**src/rtl/csr_counter_bank_if.sv**
```systemverilog
// csr_counter_bank_if: CSR access request/response bundle between the execute stage and the counter bank.
interface csr_counter_bank_if;
    logic        req_valid;
    logic [11:0] csr_num;
    logic        read_csr;
    logic        write_csr;
    logic [2:0]  write_function;
    logic [31:0] write_value;
    logic        resp_valid;
    logic [31:0] read_value;
    logic        illegal_instr_exception;

    modport master (
        output req_valid, csr_num, read_csr, write_csr, write_function, write_value,
        input  resp_valid, read_value, illegal_instr_exception
    );
    modport slave (
        input  req_valid, csr_num, read_csr, write_csr, write_function, write_value,
        output resp_valid, read_value, illegal_instr_exception
    );
endinterface

```
**src/rtl/csr_counter_bank.sv**
```systemverilog
// csr_counter_bank: RV32 cycle/time/instret/hpm counter CSRs with mcountinhibit and mhpmevent.
// One request per cycle; the registered response carries the pre-modification value.
module csr_counter_bank #(
    parameter int COUNTER_WIDTH = 64,
    parameter int NUM_HPM       = 4,
    parameter int NUM_EVENTS    = 8
) (
    input  logic                  clock,
    input  logic                  reset_n,
    input  logic                  instr_retired,
    input  logic                  time_tick,
    input  logic [NUM_EVENTS-1:0] event_in,
    csr_counter_bank_if.slave     bus
);
    localparam int CW = COUNTER_WIDTH;
    localparam int NC = 3 + NUM_HPM;
    localparam int NH = (NUM_HPM > 0) ? NUM_HPM : 1;
    localparam int EW = $clog2(NUM_EVENTS + 1);
    localparam logic [5:0]    NC_L     = 6'(NC);
    localparam logic [EW-1:0] EV_MAX   = EW'(NUM_EVENTS);
    localparam logic [31:0]   INH_MASK = 32'(64'h5 | (((64'h1 << NUM_HPM) - 64'h1) << 3));

    logic [CW-1:0] cnt_q [NC];
    logic [CW-1:0] cnt_d [NC];
    logic [31:0]   inh_q, inh_d;
    logic [EW-1:0] evt_q [NH];
    logic [EW-1:0] evt_d [NH];
    logic          resp_valid_q, resp_valid_d;
    logic [31:0]   read_value_q, read_value_d;
    logic          illegal_q, illegal_d;

    logic [4:0]          idx;
    logic                hi, is_user, cnt_ok, inh_ok, evt_ok, illegal, we;
    logic [63:0]         sel;
    logic [31:0]         old32, new32;
    logic [NC-1:0]       inc;
    logic [NUM_EVENTS:0] ev_sh;
    logic                unused_ok;

    assign unused_ok = bus.write_function[2];

    always_comb begin
        idx     = bus.csr_num[4:0];
        hi      = bus.csr_num[7];
        is_user = bus.csr_num[11:8] == 4'hC;
        // time has no machine-mode alias, so B01/B81 stay unimplemented
        cnt_ok  = (is_user || bus.csr_num[11:8] == 4'hB) && bus.csr_num[6:5] == 2'b00 &&
                  {1'b0, idx} < NC_L && !(!is_user && idx == 5'd1);
        inh_ok  = bus.csr_num == 12'h320;
        evt_ok  = bus.csr_num[11:5] == 7'h19 && idx >= 5'd3 && {1'b0, idx} < NC_L;
        illegal = !(bus.read_csr || bus.write_csr) || !(cnt_ok || inh_ok || evt_ok) ||
                  (bus.write_csr && (is_user || bus.write_function[1:0] == 2'b00));
        we      = bus.req_valid && bus.write_csr && !illegal;
        sel     = inh_ok ? 64'(inh_q) : '0;
        for (int i = 0; i < NC; i++)
            if (cnt_ok && idx == 5'(i)) sel = 64'(cnt_q[i]);
        for (int k = 0; k < NUM_HPM; k++)
            if (evt_ok && idx == 5'(k + 3)) sel = 64'(evt_q[k]);
        old32 = (cnt_ok && hi) ? sel[63:32] : sel[31:0];
        new32 = bus.write_function[1:0] == 2'b01 ? bus.write_value :
                bus.write_function[1:0] == 2'b10 ? old32 | bus.write_value :
                                                   old32 & ~bus.write_value;
        ev_sh  = {event_in, 1'b0};
        inc    = '0;
        inc[0] = !inh_q[0];
        inc[1] = time_tick;
        inc[2] = instr_retired && !inh_q[2];
        for (int k = 0; k < NUM_HPM; k++)
            inc[k + 3] = ev_sh[evt_q[k]] && !inh_q[k + 3];
        // a write replaces the increment of the whole counter, not just the written half
        for (int i = 0; i < NC; i++) begin
            cnt_d[i] = cnt_q[i] + {{(CW - 1){1'b0}}, inc[i]};
            if (we && cnt_ok && idx == 5'(i))
                cnt_d[i] = hi ? {new32[CW-33:0], cnt_q[i][31:0]} : {cnt_q[i][CW-1:32], new32};
        end
        inh_d = (we && inh_ok) ? new32 & INH_MASK : inh_q;
        evt_d = evt_q;
        for (int k = 0; k < NUM_HPM; k++)
            if (we && evt_ok && idx == 5'(k + 3))
                evt_d[k] = (new32[EW-1:0] > EV_MAX) ? '0 : new32[EW-1:0];
        resp_valid_d = bus.req_valid;
        illegal_d    = bus.req_valid && illegal;
        read_value_d = (bus.req_valid && !illegal) ? old32 : '0;
    end

    always_ff @(posedge clock or negedge reset_n) begin
        if (!reset_n) begin
            cnt_q        <= '{default: '0};
            inh_q        <= '0;
            evt_q        <= '{default: '0};
            resp_valid_q <= 1'b0;
            read_value_q <= '0;
            illegal_q    <= 1'b0;
        end else begin
            cnt_q        <= cnt_d;
            inh_q        <= inh_d;
            evt_q        <= evt_d;
            resp_valid_q <= resp_valid_d;
            read_value_q <= read_value_d;
            illegal_q    <= illegal_d;
        end
    end

    assign bus.resp_valid              = resp_valid_q;
    assign bus.read_value              = read_value_q;
    assign bus.illegal_instr_exception = illegal_q;
endmodule

```
**src/flat_wrapper.sv**
```systemverilog
// flat-port wrapper written by rule: the top's interface ports become plain ports
module csr_counter_bank_flat 
#(
    parameter int COUNTER_WIDTH = 64,
    parameter int NUM_HPM       = 4,
    parameter int NUM_EVENTS    = 8
)
  (clock, reset_n, instr_retired, time_tick, event_in, bus_req_valid, bus_csr_num, bus_read_csr, bus_write_csr, bus_write_function, bus_write_value, bus_resp_valid, bus_read_value, bus_illegal_instr_exception);
  csr_counter_bank_if bus_i ();
  input  logic clock;
  input  logic reset_n;
  input  logic instr_retired;
  input  logic time_tick;
  input  logic [NUM_EVENTS-1:0] event_in;
  input wire logic [$bits(bus_i.req_valid)-1:0] bus_req_valid;
  input wire logic [$bits(bus_i.csr_num)-1:0] bus_csr_num;
  input wire logic [$bits(bus_i.read_csr)-1:0] bus_read_csr;
  input wire logic [$bits(bus_i.write_csr)-1:0] bus_write_csr;
  input wire logic [$bits(bus_i.write_function)-1:0] bus_write_function;
  input wire logic [$bits(bus_i.write_value)-1:0] bus_write_value;
  output wire logic [$bits(bus_i.resp_valid)-1:0] bus_resp_valid;
  output wire logic [$bits(bus_i.read_value)-1:0] bus_read_value;
  output wire logic [$bits(bus_i.illegal_instr_exception)-1:0] bus_illegal_instr_exception;
  assign bus_i.req_valid = bus_req_valid;
  assign bus_i.csr_num = bus_csr_num;
  assign bus_i.read_csr = bus_read_csr;
  assign bus_i.write_csr = bus_write_csr;
  assign bus_i.write_function = bus_write_function;
  assign bus_i.write_value = bus_write_value;
  assign bus_resp_valid = bus_i.resp_valid;
  assign bus_read_value = bus_i.read_value;
  assign bus_illegal_instr_exception = bus_i.illegal_instr_exception;
  csr_counter_bank #(.COUNTER_WIDTH(COUNTER_WIDTH), .NUM_HPM(NUM_HPM), .NUM_EVENTS(NUM_EVENTS)) u_core (.clock(clock), .reset_n(reset_n), .instr_retired(instr_retired), .time_tick(time_tick), .event_in(event_in), .bus(bus_i));
endmodule
```
**config.mk**
```make
export PLATFORM = sky130hd
export DESIGN_NAME = csr_counter_bank_flat
export DESIGN_NICKNAME = d
export VERILOG_FILES = /design/src/rtl/csr_counter_bank_if.sv /design/src/rtl/csr_counter_bank.sv /design/src/flat_wrapper.sv
export SDC_FILE = /design/constraint.sdc
export NUM_CORES = 2
export LEC_CHECK = 0
export ABC_AREA = 1
export BUFFER_PORTS_ARGS = -buffer_cell sky130_fd_sc_hd__buf_2
export CAP_MARGIN = 20
export CORE_MARGIN = 3
export CORE_UTILIZATION = 45
export CTS_BUF_LIST = sky130_fd_sc_hd__clkbuf_2
export DETAILED_ROUTE_END_ITERATION = 12
export GPL_TIMING_DRIVEN = 0
export SYNTH_ARGS = -nofsm -noshare
export SYNTH_HDL_FRONTEND = slang
export SYNTH_SLANG_ARGS = --single-unit
```
**constraint.sdc**
```tcl
create_clock -name clock -period 9.2 [get_ports clock]
set_clock_uncertainty 0.15 [all_clocks]
set_input_delay 0.92 -clock clock [delete_from_list [all_inputs] [get_ports clock]]
set_output_delay 0.92 -clock clock [all_outputs]
set_load 0.02 [all_outputs]
```
### Word-level counts from Yosys, hierarchy flattened

Cells that the tools add are included.

| operators by class | value |
|---|---|
| reduce and logical (&&, ||, !) cells | 63 |
| mux-type cells | 33 |
| add/sub/neg operators | 7 |
| order comparisons | 7 |
| bitwise gates (word level) | 3 |
| equal/unequal tests | 26 |

Operators by type and width:

| operator | count |
|---|---|
| 2-to-1 mux 64 bit | 19 |
| adder 64 x 1 -> 64 bit | 7 |
| 2-to-1 mux 32 bit | 4 |
| logical AND 1 bit | 42 |
| bitwise AND 32 bit | 1 |
| inverter 32 bit | 1 |
| bitwise OR 32 bit | 1 |
| inequality test 2 bit, second input constant | 14 |
| < comparator 4 x 5 -> 1 bit, second input constant | 4 |
| binary-select mux 1 bit (select 4 bit) | 4 |
| equality test 5 x 3 -> 1 bit, second input constant | 3 |
| equality test 12 x 10 -> 1 bit, second input constant | 1 |
| logical NOT 1 bit | 11 |
| equality test 5 x 2 -> 1 bit, second input constant | 2 |
| equality test 4 bit, second input constant | 2 |
| equality test 7 x 5 -> 1 bit, second input constant | 1 |
| logical OR 1 bit | 7 |
| 2-to-1 mux 7 bit | 1 |
| equality test 5 x 1 -> 1 bit, second input constant | 1 |
| >= comparator 5 x 2 -> 1 bit, second input constant | 1 |
| logical NOT 5 bit | 1 |
| < comparator 5 x 3 -> 1 bit, second input constant | 1 |
| > comparator 4 bit, second input constant | 1 |
| logical NOT 2 bit | 2 |
| 4 further kinds | 7 |

| word-level totals | value |
|---|---|
| bits of input ports | 62 |
| output and inout port bits | 34 |
| logic and storage cells | 161 |
| register bits | 504 |

### Logic depth before layout (Yosys ltp)

| depth | value |
|---|---|
| depth in word-level cells | 23 |
| depth in mapped cells | 26 |
| depth with buffers taken out | 26 |

### Least setup slack after synthesis

Ideal clock, no wire load.

| timing path | value |
|---|---|
| kind | input port to flip-flop |
| start point | in event_in[5] |
| end point | reg u_core.cnt_q[126] (netlist bit) |
| setup time | 124 ps |
| setup slack | 5,360 ps |
| data arrival time | 3,566 ps |
| stages | 26 |
| required time | 8,926 ps |
| buffers on the path | 0 |
| cells stage by stage | inv_1 -> a21oi_1 -> o21ai_0 -> nand3_1 -> o211ai_1 -> a21oi_1 -> ha_1 -> ha_1 -> nand2_1 -> nor2_1 -> inv_1 -> nor2_2 -> inv_1 -> nor2_1 -> inv_1 -> nor2_2 -> inv_2 -> nor2_2 -> nand2_2 -> nor3_4 -> nand4_2 -> nor2_2 -> nand4_1 -> xor2_1 -> nand2_1 -> nand3_1 |

| on the way | value |
|---|---|
| cells in the longest elaborated chain, start to end | 5 |

RTL lines:

| what | RTL line | text |
|---|---|---|
| start: declaration | flat_wrapper.sv:14 | `input logic [NUM_EVENTS-1:0] event_in;` |
| binary-select mux 1 bit (select 4 bit) | csr_counter_bank.sv:69 | `inc[k + 3] = ev_sh[evt_q[k]] && !inh_q[k + 3];` |
| 2-to-1 mux 1 bit (implied by the code) | csr_counter_bank.sv:69 |  |
| logical AND 1 bit | csr_counter_bank.sv:69 |  |
| adder 64 x 1 -> 64 bit | csr_counter_bank.sv:72 | `cnt_d[i] = cnt_q[i] + {{(CW - 1){1'b0}}, inc[i]};` |
| 2-to-1 mux 64 bit | csr_counter_bank.sv:73 | `if (we && cnt_ok && idx == 5'(i))` |
| end signal: assignment | csr_counter_bank.sv:95 | `cnt_q <= cnt_d;` |
| end: declaration | csr_counter_bank.sv:23 | `logic [CW-1:0] cnt_q [NC];` |

Every way passes these cells. The select of a mux whose other input is x is not followed.
A chain may end at the register's enable or synchronous reset.

### Final worst setup path

| timing path | value |
|---|---|
| start point | reg u_core.evt_q[0] (netlist bit) |
| end point | reg u_core.cnt_q[48] (netlist bit) |

| on the way | value |
|---|---|
| cells in the longest elaborated chain, start to end | 5 |

RTL lines:

| what | RTL line | text |
|---|---|---|
| start: declaration | csr_counter_bank.sv:26 | `logic [EW-1:0] evt_q [NH];` |
| start signal: assignment | csr_counter_bank.sv:97 | `evt_q <= evt_d;` |
| binary-select mux 1 bit (select 4 bit) | csr_counter_bank.sv:69 |  |
| 2-to-1 mux 1 bit (implied by the code) | csr_counter_bank.sv:69 |  |
| logical AND 1 bit | csr_counter_bank.sv:69 |  |
| adder 64 x 1 -> 64 bit | csr_counter_bank.sv:72 |  |
| 2-to-1 mux 64 bit | csr_counter_bank.sv:73 |  |

Every way passes these cells. The select of a mux whose other input is x is not followed.

==> results.toml <==
[global_routing]
antenna_found_initial = 14
grt_max_degree = 110
grt_pass1_vias = 38790
grt_util_all_layers_pct = 47.64
grt-ovfl-total = 0
grt_first_pass_wirelength_um = 288000

[power]
cellLeakagePower_nw = 18.30
seq_power_share_pct = 49.8
power_density_nw_per_um2 = 119.7
comb_power_share_pct = 10.4
clkPwrFrac_pct = 39.8
power.switching_mw = 1.617
vdd_drop_max_uv = 84.08
swShare_pct = 33.70
internal_power_mw = 3.180

[routing]
drc = 0
vias = 42930
detail-route-antenna-nets = 0
drtPass1Iterations = 8
wl_per_cell_um = 30.60
drt_iter0_markers = 7266
finalWirelength_um = 207000
viasPerCell = 6.347

[die]
ios = 96
initial_core_util_pct = 45.69
core_um2 = 79390
die_area_um2 = 84050
die_width_um = 289.9
placementRows = 103
die_y_um = 289.9

[cts]
ctsLongestPathBuffers = 3
cts_root_buf = "clkbuf_2"
cts_made_buffers = 149
clk_pin_slew_worst_paths_ns = 0.10
worstSkewPairLatency_ns = 1.52
cts.sinks = 504
cts_tree = "built"
post_cts.repair.setup_buffers = 0
cts-htree-levels = 4

[yosys]
synth_async_sr_flop_share_pct = 100.0
synth_nets = 5378
ys_types = 71
syn_avg_cell_area_um2 = 6.842
ys.flop_type = "dfrtp_1"
synth.cell_area_um2 = 36270
yosys.area.top_type_share_pct = 34.77
syn_inst = 5302
ys_ff_latch = 504
yosys_warnings = 0
post-synth-top-area-cell = "dfrtp_1"
synth.area.top_cells = "dfrtp_1 35%, nand2_1 16%, nand3_1 6.8%"
synth-edff-count = 0
synth-seq-area-share_pct = 34.77

[status]
status = "complete, no violations"

[critical_path]
arrival_ns = 6.31
rrSetupSlack_ns = 4.04
crit_end = "u_core.cnt_q[48]"
r2r_start = "u_core.evt_q[0]"
cp_max_fo = 8
worst_r2r_path_depth = 24
critPathRequiredTime_ns = 10.35
worstSetupStartpoint = "u_core.evt_q[0]"
cp-start-kind = "register"
crit_path_end_kind = "register"
rr_endpoint = "u_core.cnt_q[48]"
critPathKind = "reg2reg"

[timing]
setup_violations = 0
rsz0062_at_grt = "no"
max_freq_ghz = 0.1938
relSlewSlack_pct = 13.46
tns_ns = 0
period_share_pct = 56.10
worst_pin_slew_ns = 1.298
hold_viol = 0
drv_slew = 0
fin_crit_ns = 5.161

[cells_and_area]
post_route_cells_drive_above_1_share_pct = 10.23
layout_common_cells = "1531 x nand2_1, 576 x inv_1, 504 x dfrtp_1"
postLayoutCoreUtil_pct = 50.47
layout_commonest_cell = "nand2_1"
final_area_um2 = 40070
syn_to_final_growth_pct = 10.45
final_nets = 5673

[place]
post_dp_cell_area_um2 = 38200
placement.io_buffers = 93
dp_hpwl_um = 156100
place.gp.congestion = 1.086

[run]
drv_cap = 0

[min_path]
hold_path.class = "in2reg"
worst max-delay path, stage by stage (launching register included):
cell      delay, ns
dfrtp_1        0.33
clkbuf_1       0.35
inv_1          0.13
a21oi_1        0.13
o21ai_0        0.10
nand3_1        0.08
o211ai_1       0.10
a21oi_1        0.45
ha_1           0.27
ha_1           0.22
nand3_1        0.15
nor2_2         0.18
nand2_1        0.10
nor3_2         0.19
nand2_1        0.14
nor2_1         0.20
nand4_1        0.17
nor2_2         0.23
nand4_1        0.26
nor3_1         0.46
nand2_1        0.19
nor2_1         0.16
nand3_1        0.10
o21ai_1        0.15
nand2_1        0.07
final cells by class:
type | count | area [um2]
Antenna cell | 17 | 42.54
Buffer | 221 | 1047
Clock buffer | 208 | 1041
Clock inverter | 43 | 331.6
Fill cell | 8237 | 39320
Inverter | 613 | 2312
Multi-Input combinational cell | 3964 | 20300
Sequential cell | 504 | 12610
Tap cell | 1050 | 1314
Timing Repair Buffer | 144 | 1064
registers in the layout, indices dropped and copies added (netlist names):
name,count
u_core.evt_q,16
u_core.inh_q,6
u_core.bus.resp_valid,1
u_core.cnt_q,448
u_core.bus.illegal_instr_exception,1
u_core.bus.read_value,32
synthesized netlist by cell type, types with 8 or more instances:
cell	n
nand2_1	1531
inv_1	576
dfrtp_1	504
nand3_1	491
nor2_1	385
nor3_1	232
xor2_1	201
o21ai_0	199
o211ai_1	159
nand4_1	128
a21oi_1	121
clkbuf_1	99
nor4_1	97
buf_2	87
o221ai_1	46
inv_2	32
nor2_2	31
xnor2_1	31
a21o_1	27
o2111ai_1	27
o21ai_1	21
nor2_4	18
o22ai_1	18
a221oi_1	16
a22oi_1	16
buf_4	15
or2_2	15
ha_1	14
buf_1	13
a31oi_1	12
nand3_2	12
o21bai_1	12
nand3b_1	11
nand2_2	9
or3_1	8
through the flow:
| stage | hold slack [ns] | std cells | total power [mW] | setup slack [ns] |
|---|---|---|---|---|
| 2_1_floorplan | 0.2916 | 5302 | 2.586 | 5.360 |
| 3_3_place_gp | 0.3051 | 6445 | 2.860 | -4.077 |
| 3_5_place_dp | 0.3116 | 6450 | 2.875 | 3.670 |
| 4_1_cts | 0.006111 | 6745 | 4.763 | 4.190 |
| 5_1_grt | 0.09259 | 6752 | 4.931 | 3.668 |
| 6_report | 0.09465 | 6764 | 4.797 | 4.039 |
power by group through the flow:
stage | Clock (mW) | Combinational (mW) | Sequential, mW
after floorplan | 0 | 0.209 | 2.38
after global placement | 0 | 0.442 | 2.42
after detailed placement | 0 | 0.455 | 2.42
after CTS | 1.92 | 0.471 | 2.38
after global routing | 2.02 | 0.517 | 2.39
final | 1.91 | 0.497 | 2.39
logic make-up after synthesis:
logic type,after synthesis,share of synthesized area (%)
compound gates,703,12.50
simple gates,3013,37.32
xor+xnor,232,5.602
mux,2,0.06208
fa+ha+maj,14,0.4829
buf+inv,834,9.261
flops,504,34.77
what timing repair did:
item / CTS / global route
endpoints found under the hold margin: 430 / 0
hold buffers: 44 / 0
gates resized for setup: 0 / 0
metal layers:
layer / wire (um) / GRT usage (%)
met1: 79990 / 63.89
met2: 77880 / 62.14
met3: 33790 / 20.75
met4: 15280 / 29.46
met5: 63 / 0
how the worst min path moves through the flow:
stage | startpoint | endpoint | slack, ns | cells after the start
2_1_floorplan | u_core.cnt_q[336] | u_core.cnt_q[336] | 0.29 | 1
3_3_place_gp | u_core.cnt_q[363] | u_core.cnt_q[363] | 0.31 | 1
3_5_place_dp | u_core.cnt_q[381] | u_core.cnt_q[381] | 0.31 | 1
4_1_cts | bus_write_value[24] | u_core.cnt_q[184] | 0.006 | 5
5_1_grt | bus_write_value[24] | u_core.cnt_q[280] | 0.09 | 4
6_report | bus_write_value[24] | u_core.cnt_q[184] | 0.09 | 5
Note: power is estimated with default switching activity, not from simulation.
